`src/rtl/hazard_fwd_unit.sv`:
```
// hazard_fwd_unit: operand forwarding for N EX-stage sources, load-use and
// long-op stall detection, a single-entry countdown scoreboard for the
// multi-cycle multiply/divide unit, and a saturating stall-cycle counter.
module hazard_fwd_unit #(
    parameter int REG_AW   = 5,
    parameter int NUM_SRC  = 2,
    parameter int LO_LAT   = 4,
    parameter int STALL_CW = 16
) (
    input  logic                        clk,
    input  logic                        rst,
    input  logic [NUM_SRC*REG_AW-1:0]   id_src,
    input  logic [NUM_SRC-1:0]          id_src_used,
    input  logic                        id_is_lo,
    input  logic [NUM_SRC*REG_AW-1:0]   ex_src,
    input  logic [REG_AW-1:0]           ex_rd,
    input  logic                        ex_mem_read,
    input  logic                        lo_issue,
    input  logic [REG_AW-1:0]           exm_rd,
    input  logic                        exm_wr,
    input  logic [REG_AW-1:0]           wb_rd,
    input  logic                        wb_wr,
    output logic [2*NUM_SRC-1:0]        fwd_sel,
    output logic                        stall,
    output logic                        lo_busy,
    output logic                        lo_done,
    output logic [REG_AW-1:0]           lo_rd,
    output logic                        proto_err,
    output logic [STALL_CW-1:0]         stall_cnt
);

    localparam int CNT_W = $clog2(LO_LAT);
    localparam logic [CNT_W-1:0] CNT_INIT = CNT_W'(LO_LAT - 1);
    localparam logic [CNT_W-1:0] CNT_ONE  = CNT_W'(1);
    localparam logic [CNT_W-1:0] CNT_TWO  = CNT_W'(2);

    typedef enum logic {
        S_IDLE = 1'b0,
        S_BUSY = 1'b1
    } lo_state_e;

    lo_state_e            state_q;
    logic [CNT_W-1:0]     cnt_q;
    logic [REG_AW-1:0]    lo_rd_q;
    logic                 lo_busy_q;
    logic                 lo_done_q;
    logic                 proto_err_q;
    logic [STALL_CW-1:0]  stall_cnt_q;
    logic [STALL_CW-1:0]  stall_cnt_d;

    // Long-op scoreboard: remaining-cycle countdown plus registered busy/done flags.
    // NOTE: sequential state uses non-blocking assignments so every register
    // samples the pre-edge values; blocking here would create order-dependent races.
    always_ff @(posedge clk) begin
        if (rst) begin
            state_q     <= S_IDLE;
            cnt_q       <= '0;
            lo_rd_q     <= '0;
            lo_busy_q   <= 1'b0;
            lo_done_q   <= 1'b0;
            proto_err_q <= 1'b0;
        end else begin
            case (state_q)
                S_IDLE: begin
                    if (lo_issue) begin
                        state_q   <= S_BUSY;
                        cnt_q     <= CNT_INIT;
                        lo_rd_q   <= ex_rd;
                        lo_busy_q <= 1'b1;
                        // With a two-cycle latency the first busy cycle is already the done cycle.
                        lo_done_q <= (LO_LAT == 2);
                    end
                end
                S_BUSY: begin
                    // A second issue while the unit is occupied is dropped and flagged.
                    if (lo_issue) begin
                        proto_err_q <= 1'b1;
                    end
                    if (cnt_q == CNT_ONE) begin
                        state_q   <= S_IDLE;
                        cnt_q     <= '0;
                        lo_busy_q <= 1'b0;
                        lo_done_q <= 1'b0;
                    end else begin
                        cnt_q     <= cnt_q - CNT_ONE;
                        lo_done_q <= (cnt_q == CNT_TWO);
                    end
                end
                default: begin
                    state_q   <= S_IDLE;
                    lo_busy_q <= 1'b0;
                    lo_done_q <= 1'b0;
                end
            endcase
        end
    end

    // Per-operand forwarding select; EX/MEM beats the long unit, which beats MEM/WB.
    // NOTE: every combinational output gets a default before the conditional
    // logic so no path leaves it unassigned and no latch is inferred.
    always_comb begin
        fwd_sel = '0;
        for (int i = 0; i < NUM_SRC; i++) begin
            if (exm_wr && (exm_rd != '0) && (exm_rd == ex_src[i*REG_AW +: REG_AW])) begin
                fwd_sel[2*i +: 2] = 2'b10;
            end else if (lo_done_q && (lo_rd_q != '0) && (lo_rd_q == ex_src[i*REG_AW +: REG_AW])) begin
                fwd_sel[2*i +: 2] = 2'b11;
            end else if (wb_wr && (wb_rd != '0) && (wb_rd == ex_src[i*REG_AW +: REG_AW])) begin
                fwd_sel[2*i +: 2] = 2'b01;
            end else begin
                fwd_sel[2*i +: 2] = 2'b00;
            end
        end
    end

    // Stall: load-use, RAW on the long-op destination, or a second long op while busy.
    logic              load_use;
    logic              lo_raw;
    logic              trk_valid;
    logic [REG_AW-1:0] trk_rd;

    always_comb begin
        load_use  = 1'b0;
        lo_raw    = 1'b0;
        trk_valid = lo_busy_q || lo_issue;
        // An outstanding op owns the tracked destination; otherwise it is the op entering the unit.
        trk_rd    = lo_busy_q ? lo_rd_q : ex_rd;
        for (int i = 0; i < NUM_SRC; i++) begin
            if (id_src_used[i]) begin
                if (ex_mem_read && (ex_rd != '0) && (ex_rd == id_src[i*REG_AW +: REG_AW])) begin
                    load_use = 1'b1;
                end
                if (trk_valid && (trk_rd != '0) && (trk_rd == id_src[i*REG_AW +: REG_AW])) begin
                    lo_raw = 1'b1;
                end
            end
        end
        stall = load_use || lo_raw || (id_is_lo && lo_busy_q && !lo_done_q);
    end

    // Next stall-count value, holding at all-ones.
    always_comb begin
        stall_cnt_d = stall_cnt_q;
        if (stall && !(&stall_cnt_q)) begin
            stall_cnt_d = stall_cnt_q + 1'b1;
        end
    end

    // Stall-cycle performance counter.
    always_ff @(posedge clk) begin
        if (rst) begin
            stall_cnt_q <= '0;
        end else begin
            stall_cnt_q <= stall_cnt_d;
        end
    end

    assign lo_busy   = lo_busy_q;
    assign lo_done   = lo_done_q;
    assign lo_rd     = lo_rd_q;
    assign proto_err = proto_err_q;
    assign stall_cnt = stall_cnt_q;

endmodule

```
`config.mk`:
```
export PLATFORM = sky130hd
export DESIGN_NAME = hazard_fwd_unit
export DESIGN_NICKNAME = d
export VERILOG_FILES = /design/src/rtl/hazard_fwd_unit.sv
export SDC_FILE = /design/constraint.sdc
export NUM_CORES = 1
export LEC_CHECK = 0
export BUFFER_PORTS_ARGS = -buffer_cell sky130_fd_sc_hd__buf_2
export CORE_MARGIN = 2
export CORE_UTILIZATION = 53
export DETAILED_ROUTE_END_ITERATION = 8
export GPL_TIMING_DRIVEN = 0
export PLACE_DENSITY = 0.85
export SYNTH_ARGS = -nofsm -noshare
export SYNTH_HDL_FRONTEND = slang
export SYNTH_SLANG_ARGS = --single-unit
export TNS_END_PERCENT = 50
```
`constraint.sdc`:
```
create_clock -name clk -period 5.2 [get_ports clk]
set_clock_uncertainty 0.1 [all_clocks]
set_input_delay 1.04 -clock clk [delete_from_list [all_inputs] [get_ports clk]]
set_output_delay 1.04 -clock clk [all_outputs]
set_load 0.02 [all_outputs]
```
==> metrics, run 1 <==
Worst Path Max Fanout=5; Final Hold Viols=0; delay of the slowest cell on the worst path=0.35 ns; Die H=65.04 um; CP Data Arrival Time=2.52 ns; share of the synthesized area in the top cell type=27.38%; Synth area leader=dfxtp_1; initial antenna violation count=0; CTS Buf Count=3; RSZ-0062 raised after global routing=false; site row count=22; layout cell share with drive strength beyond 1=27.56%; R2R setup slack=2.57 ns; Final Max Tran Viols=0; RR Endpoint=stall_cnt[12]; Final Critical Period=~3.7 ns; global-route wire length before repair=between 8000 and 9000 um; Tot Pwr=roughly 480 uW; number of setup buffers added after CTS=0; DRC violations left=0; CTS tree=done; largest family of logic cells by synthesized area=simple AND/OR/NAND/NOR gates; YS warnings=0; Detail Route Antenna Nets=0; Static Leak=0.001081 uW; Die W=65.04 um; CTS Sinks=27; Clk Latency, worst-skew pair=around 0.27 ns; Avg Synthesized Cell Area=around 8.4 um2; Setup WS post-layout=1.543 ns; kind of critical path=in -> out; worst slew pin tran=0.5278 ns; CTS Root Cell=clkbuf_8; Final Util=67.15%; relative slew slack=~65%; Final Cycle Share=70.34%; async set-reset flop share out of synthesis=0%; I/O pin total=between 70 and 80; Congestion Overflow GR=0; top_reg_cell synth=dfxtp_1; core area=0.003633 mm2; worst setup path startpoint=ex_rd[0]; max-cap violations=0; power per cell area=195.5 mW/mm2; WP data required=4.06 ns; Synth Area in Adders=1.901%; post-synthesis sequential area ratio=27.38%; Clk pin slew, worst setup/hold paths=0.09 ns; Yosys cell types=between 40 and 50; Syn Inst Count=roughly 240; syn_nets=283; Post-Syn Area=0.001974 mm2; pin count of the biggest net entering global routing=15; H-tree levels=1; port bufs=72; Critical Path End=stall; outcome=finished, final reports clean; EDFF count, synth=0; clk buf depth=2; DIE AREA=0.004230 mm2; worst path cell trace=buf_2 -> xor2_1 -> nor4_1 -> a32oi_1 -> o22ai_1 -> or3_1 -> buf_2; DR vias=2001; DR iter-0 viols=91; vias in the first global route=1920; NumNets Final=360; top cells by area, synth=dfxtp_1 (27%), xor2_1 (12%), xnor2_1 (11%); final setup TNS=0 ns; GPL Wtd Cong=0.8955; flip-flop and latch count after synthesis=27; starting density of the core=between 50 and 60%; P&R area growth vs syn=23.57%; TritonRoute pass-1 iters=4; r2r worst-path depth=9; CP Launch Type=primary input; complex-gate fraction of the synthesized area=a little over a tenth; Worst setup EP type=output pin; post-synthesis xor/xnor area fraction=22.62%; CP dominant cell by count=buf_2; Simple-Gate Fraction of Synth Area=25.22%; hold_buf cts=0; Post-CTS Resized=0; Filler cells=310; via density per instance=5.558; slowest CP cell=o22ai_1; Max Clk Rate=273.4 MHz; Worst VDD drop=0.2225 mV; WL/cell=13.97 um; antenna cells=0; reg-to-reg startpoint=lo_busy; multiplexer area fraction after synthesis=8.999%; Final setup viols=0; gr usage total=approximately a quarter; HPWL Detailed=3974 um; Post-Route WL=5030 um; Hold Path Class=reg -> reg; dpl ws=around 1.5 ns
[final cells by class]
cell class,count,area [um2],area share (%)
clock buffer,4,45.04,1.846
tap,48,60.06,2.462
sequential,27,540.5,22.15
timing repair buffer,72,360.3,14.77
multi-input combinational,195,1373,56.26
buffer,8,38.79,1.590
inverter,6,22.52,0.9231
[synthesized netlist by cell type (5+ instances only)]
cell type  count
a21oi_1       13
nor2_1        23
nor4_1        11
o21ai_0        9
mux2i_1       11
nor2b_1        8
xnor2_1       25
nand3_1       13
inv_1          6
dfxtp_1       27
xor2_1        26
clkbuf_1       5
nand2_1        7
[state kept, by name (all words and copies together), names as in the netlist]
signal     flops
stall_cnt     16
lo_rd          5
state_q        1
lo_done        1
cnt_q          2
proto_err      1
lo_busy        1
[layer usage]
layer,wire [um],global-route usage (%),up-vias
met4,10,5.729,0
met2,2315,42.01,66
met3,319,2.431,2
met1,2384,33.48,946
li1,-,-,987
met5,0,0,-
[power by group]
part           internal (uW)  switching (uW)  total, uW
Clock                   54.9            63.9        119
Sequential               214            9.52        224
Combinational           60.4            74.1        135
[per-stage QoR]
| stage | instances | hold slack [ns] | area, um2 |
|---|---|---|---|
| 2_1_floorplan | 236 | 0.3722 | 1974 |
| 4_1_cts | 360 | 0.4168 | 2440 |
| 3_5_place_dp | 356 | 0.3918 | 2395 |
| 3_3_place_gp | 356 | 0.3500 | 2395 |
| 6_report | 360 | 0.4104 | 2440 |
| 5_1_grt | 360 | 0.4418 | 2440 |
[worst min path at each step]
stage,from,to,slack [ns],depth (start not counted)
2_1_floorplan,cnt_q[0],cnt_q[0],0.37,1
3_3_place_gp,proto_err,proto_err,0.35,2
3_5_place_dp,proto_err,proto_err,0.39,2
4_1_cts,proto_err,proto_err,0.42,2
5_1_grt,stall_cnt[14],stall_cnt[14],0.44,2
6_report,proto_err,proto_err,0.41,2
[critical path: cells and delay by family]
kind | cells | cell delay [ns]
AO/OA/AOI/OAI | 2 | 0.51
AND/OR/NAND/NOR | 2 | 0.49
buffers and inverters | 2 | 0.30
XOR/XNOR | 1 | 0.17
[logic make-up (layout without fill, tap and decap cells)]
group	count (synthesis)	after routing
AND/OR/NAND/NOR	91	91
flip-flops	27	27
XOR/XNOR	51	51
adder cells (fa/ha/maj)	3	3
AO/OA/AOI/OAI	33	33
multiplexers	17	17
buffers and inverters	14	90
[placed cells by master (no fill, tap or decap), drive strengths merged, types with 11 or more instances in the layout]
cell type | synthesis | final
a21oi | 14 | 14
buf | 3 | 75
dfxtp | 27 | 27
mux2i | 11 | 11
nand3 | 13 | 13
nor2 | 23 | 23
nor4 | 11 | 11
xnor2 | 25 | 25
xor2 | 26 | 26
No activity file was read; power rests on OpenSTA's default activity.
==> run 2: changes to the inputs <==
--- a/config.mk
+++ b/config.mk
@@ -7,10 +7,10 @@
 export LEC_CHECK = 0
 export BUFFER_PORTS_ARGS = -buffer_cell sky130_fd_sc_hd__buf_2
 export CORE_MARGIN = 2
-export CORE_UTILIZATION = 53
+export CORE_UTILIZATION = 50
 export DETAILED_ROUTE_END_ITERATION = 8
 export GPL_TIMING_DRIVEN = 0
-export PLACE_DENSITY = 0.85
+export PLACE_DENSITY = 0.81
 export SYNTH_ARGS = -nofsm -noshare
 export SYNTH_HDL_FRONTEND = slang
 export SYNTH_SLANG_ARGS = --single-unit
==> constraint.sdc (replaced) <==
create_clock -name clk -period 3.4 [get_ports clk]
set_clock_uncertainty 0.1 [all_clocks]
set_input_delay 0.68 -clock clk [delete_from_list [all_inputs] [get_ports clk]]
set_output_delay 0.68 -clock clk [all_outputs]
set_load 0.02 [all_outputs]
==> metrics, run 2 (synthesized netlist as in run 1, its figures left out) <==
final setup TNS=0 ns; Post-CTS Resized=0; Worst setup EP type=output pin; CTS Buf Count=3; Hold Path Class=reg -> reg; global-route wire length before repair=about 8000 um; most frequent cells in the layout=buf_2 (73), dfxtp_1 (27), xor2_1 (26), xnor2_1 (25), nor2_1 (23); Final Hold Viols=0; clk buf depth=2; Hold WS=0.3774 ns; hold_buf cts=0; Final Non-Filler Cells=360; number of setup buffers added after CTS=0; CP Data Arrival Time=2.30 ns; Die H=66.84 um; r2r worst-path depth=9; Tot Pwr=724.7 uW; starting density of the core=53.13%; CP Launch Type=register; Detail Route Antenna Nets=0; outcome=finished, final reports clean; WL/cell=13.38 um; WP data required=2.62 ns; Worst Path Max Fanout=6; R2R setup slack=~0.75 ns; port bufs=72; Filler cells=323; Static Leak=0.001084 uW; Final setup viols=0; CTS tree=done; power per cell area=296.9 mW/mm2; Largest register FFs=16; RR Endpoint=stall_cnt[12]; via density per instance=5.436; Final Cycle Share=about 90%; DR iter-0 viols=between 150 and 200; TritonRoute pass-1 iters=4; antenna cells=0; GR met1 Demand/Resource=32.05%; H-tree levels=1; area of the multi-input gates=0.001373 mm2; DR vias=just under 2000; GPL Wtd Cong=0.8640; Top Usage Layer GRT=met2; DIE AREA=approximately 0.0045 mm2; CTS Sinks=27; DRC violations left=0; HPWL Detailed=3910 um; CTS Root Cell=clkbuf_8; relative slew slack=about 66%; site row count=22; dpl cells=356; P&R area growth vs syn=23.64%; Worst VDD drop=approximately 0.25 mV; core area=0.003716 mm2; worst setup path startpoint=lo_rd[1]; layout cell share with drive strength beyond 1=27.88%; GR met2 Demand/Resource=37.13%; pin count of the biggest net entering global routing=16; Clk Latency, worst-skew pair=about 0.27 ns; I/O pin total=73; max-cap violations=0; worst slew pin tran=0.5085 ns; Die W=66.84 um; storage element area=540.5 um2; Final Max Tran Viols=0; reg-to-reg startpoint=lo_busy; initial antenna violation count=0; gr usage total=22.98%; Congestion Overflow GR=0; Final Critical Period=3.077 ns; NumNets Final=360; Clk pin slew, worst setup/hold paths=0.09 ns; Post-Route WL=4817 um; Critical Path End=stall; GR Layer Usage met3=3.041%; Max Clk Rate=325.0 MHz; kind of critical path=reg -> out; most common cell after layout, fill and taps aside=buf_2; vias in the first global route=1809; RSZ-0062 raised after global routing=false
run 2: stage by stage:
stage,setup WS (ns),cell area (um2),util [%]
finish,0.3231,2441,65.69
global route,0.2505,2441,65.69
CTS,0.3023,2441,65.69
floorplan,0.6918,1974,-
global placement,0.4802,2395,64.44
detailed placement,0.4662,2395,64.44
run 2: worst min path at each step:
stage,start,end,depth (start not counted),slack (ns)
floorplan,cnt_q[0],cnt_q[0],1,0.37
global placement,proto_err,proto_err,2,0.35
detailed placement,proto_err,proto_err,2,0.35
CTS,proto_err,proto_err,2,0.38
global route,proto_err,proto_err,2,0.40
finish,proto_err,proto_err,2,0.38
run 2: layout make-up:
type / instances / share of cell area (%)
Buffer: 8 / 1.589
Clock buffer: 3 / 1.691
Multi-Input combinational cell: 195 / 56.23
Sequential cell: 27 / 22.14
Timing Repair Buffer: 72 / 14.76
Tap cell: 48 / 2.460
Clock inverter: 1 / 0.2050
Inverter: 6 / 0.9226
run 2: power by group:
group	total (uW)	leakage (uW)	switching [uW]	internal, uW
clock network	179	0.0000255	97.0	82.1
registers	341	0.000220	13.7	327
logic	205	0.000839	112	92.4
run 2: worst max-delay path: stages (launching register included):
cell and delay (ns):
dfxtp_1 0.39, or4_1 0.55, o21a_1 0.19, a31o_1 0.20, and4_1 0.22, or3_1 0.31, buf_2 0.17
run 2: routing by layer:
layer | part of all wire, % | vias up
met3 | 5.3 | 5
met2 | 44 | 54
met1 | 50 | 910
met4 | 0.93 | 0
met5 | 0 | -
li1 | - | 988
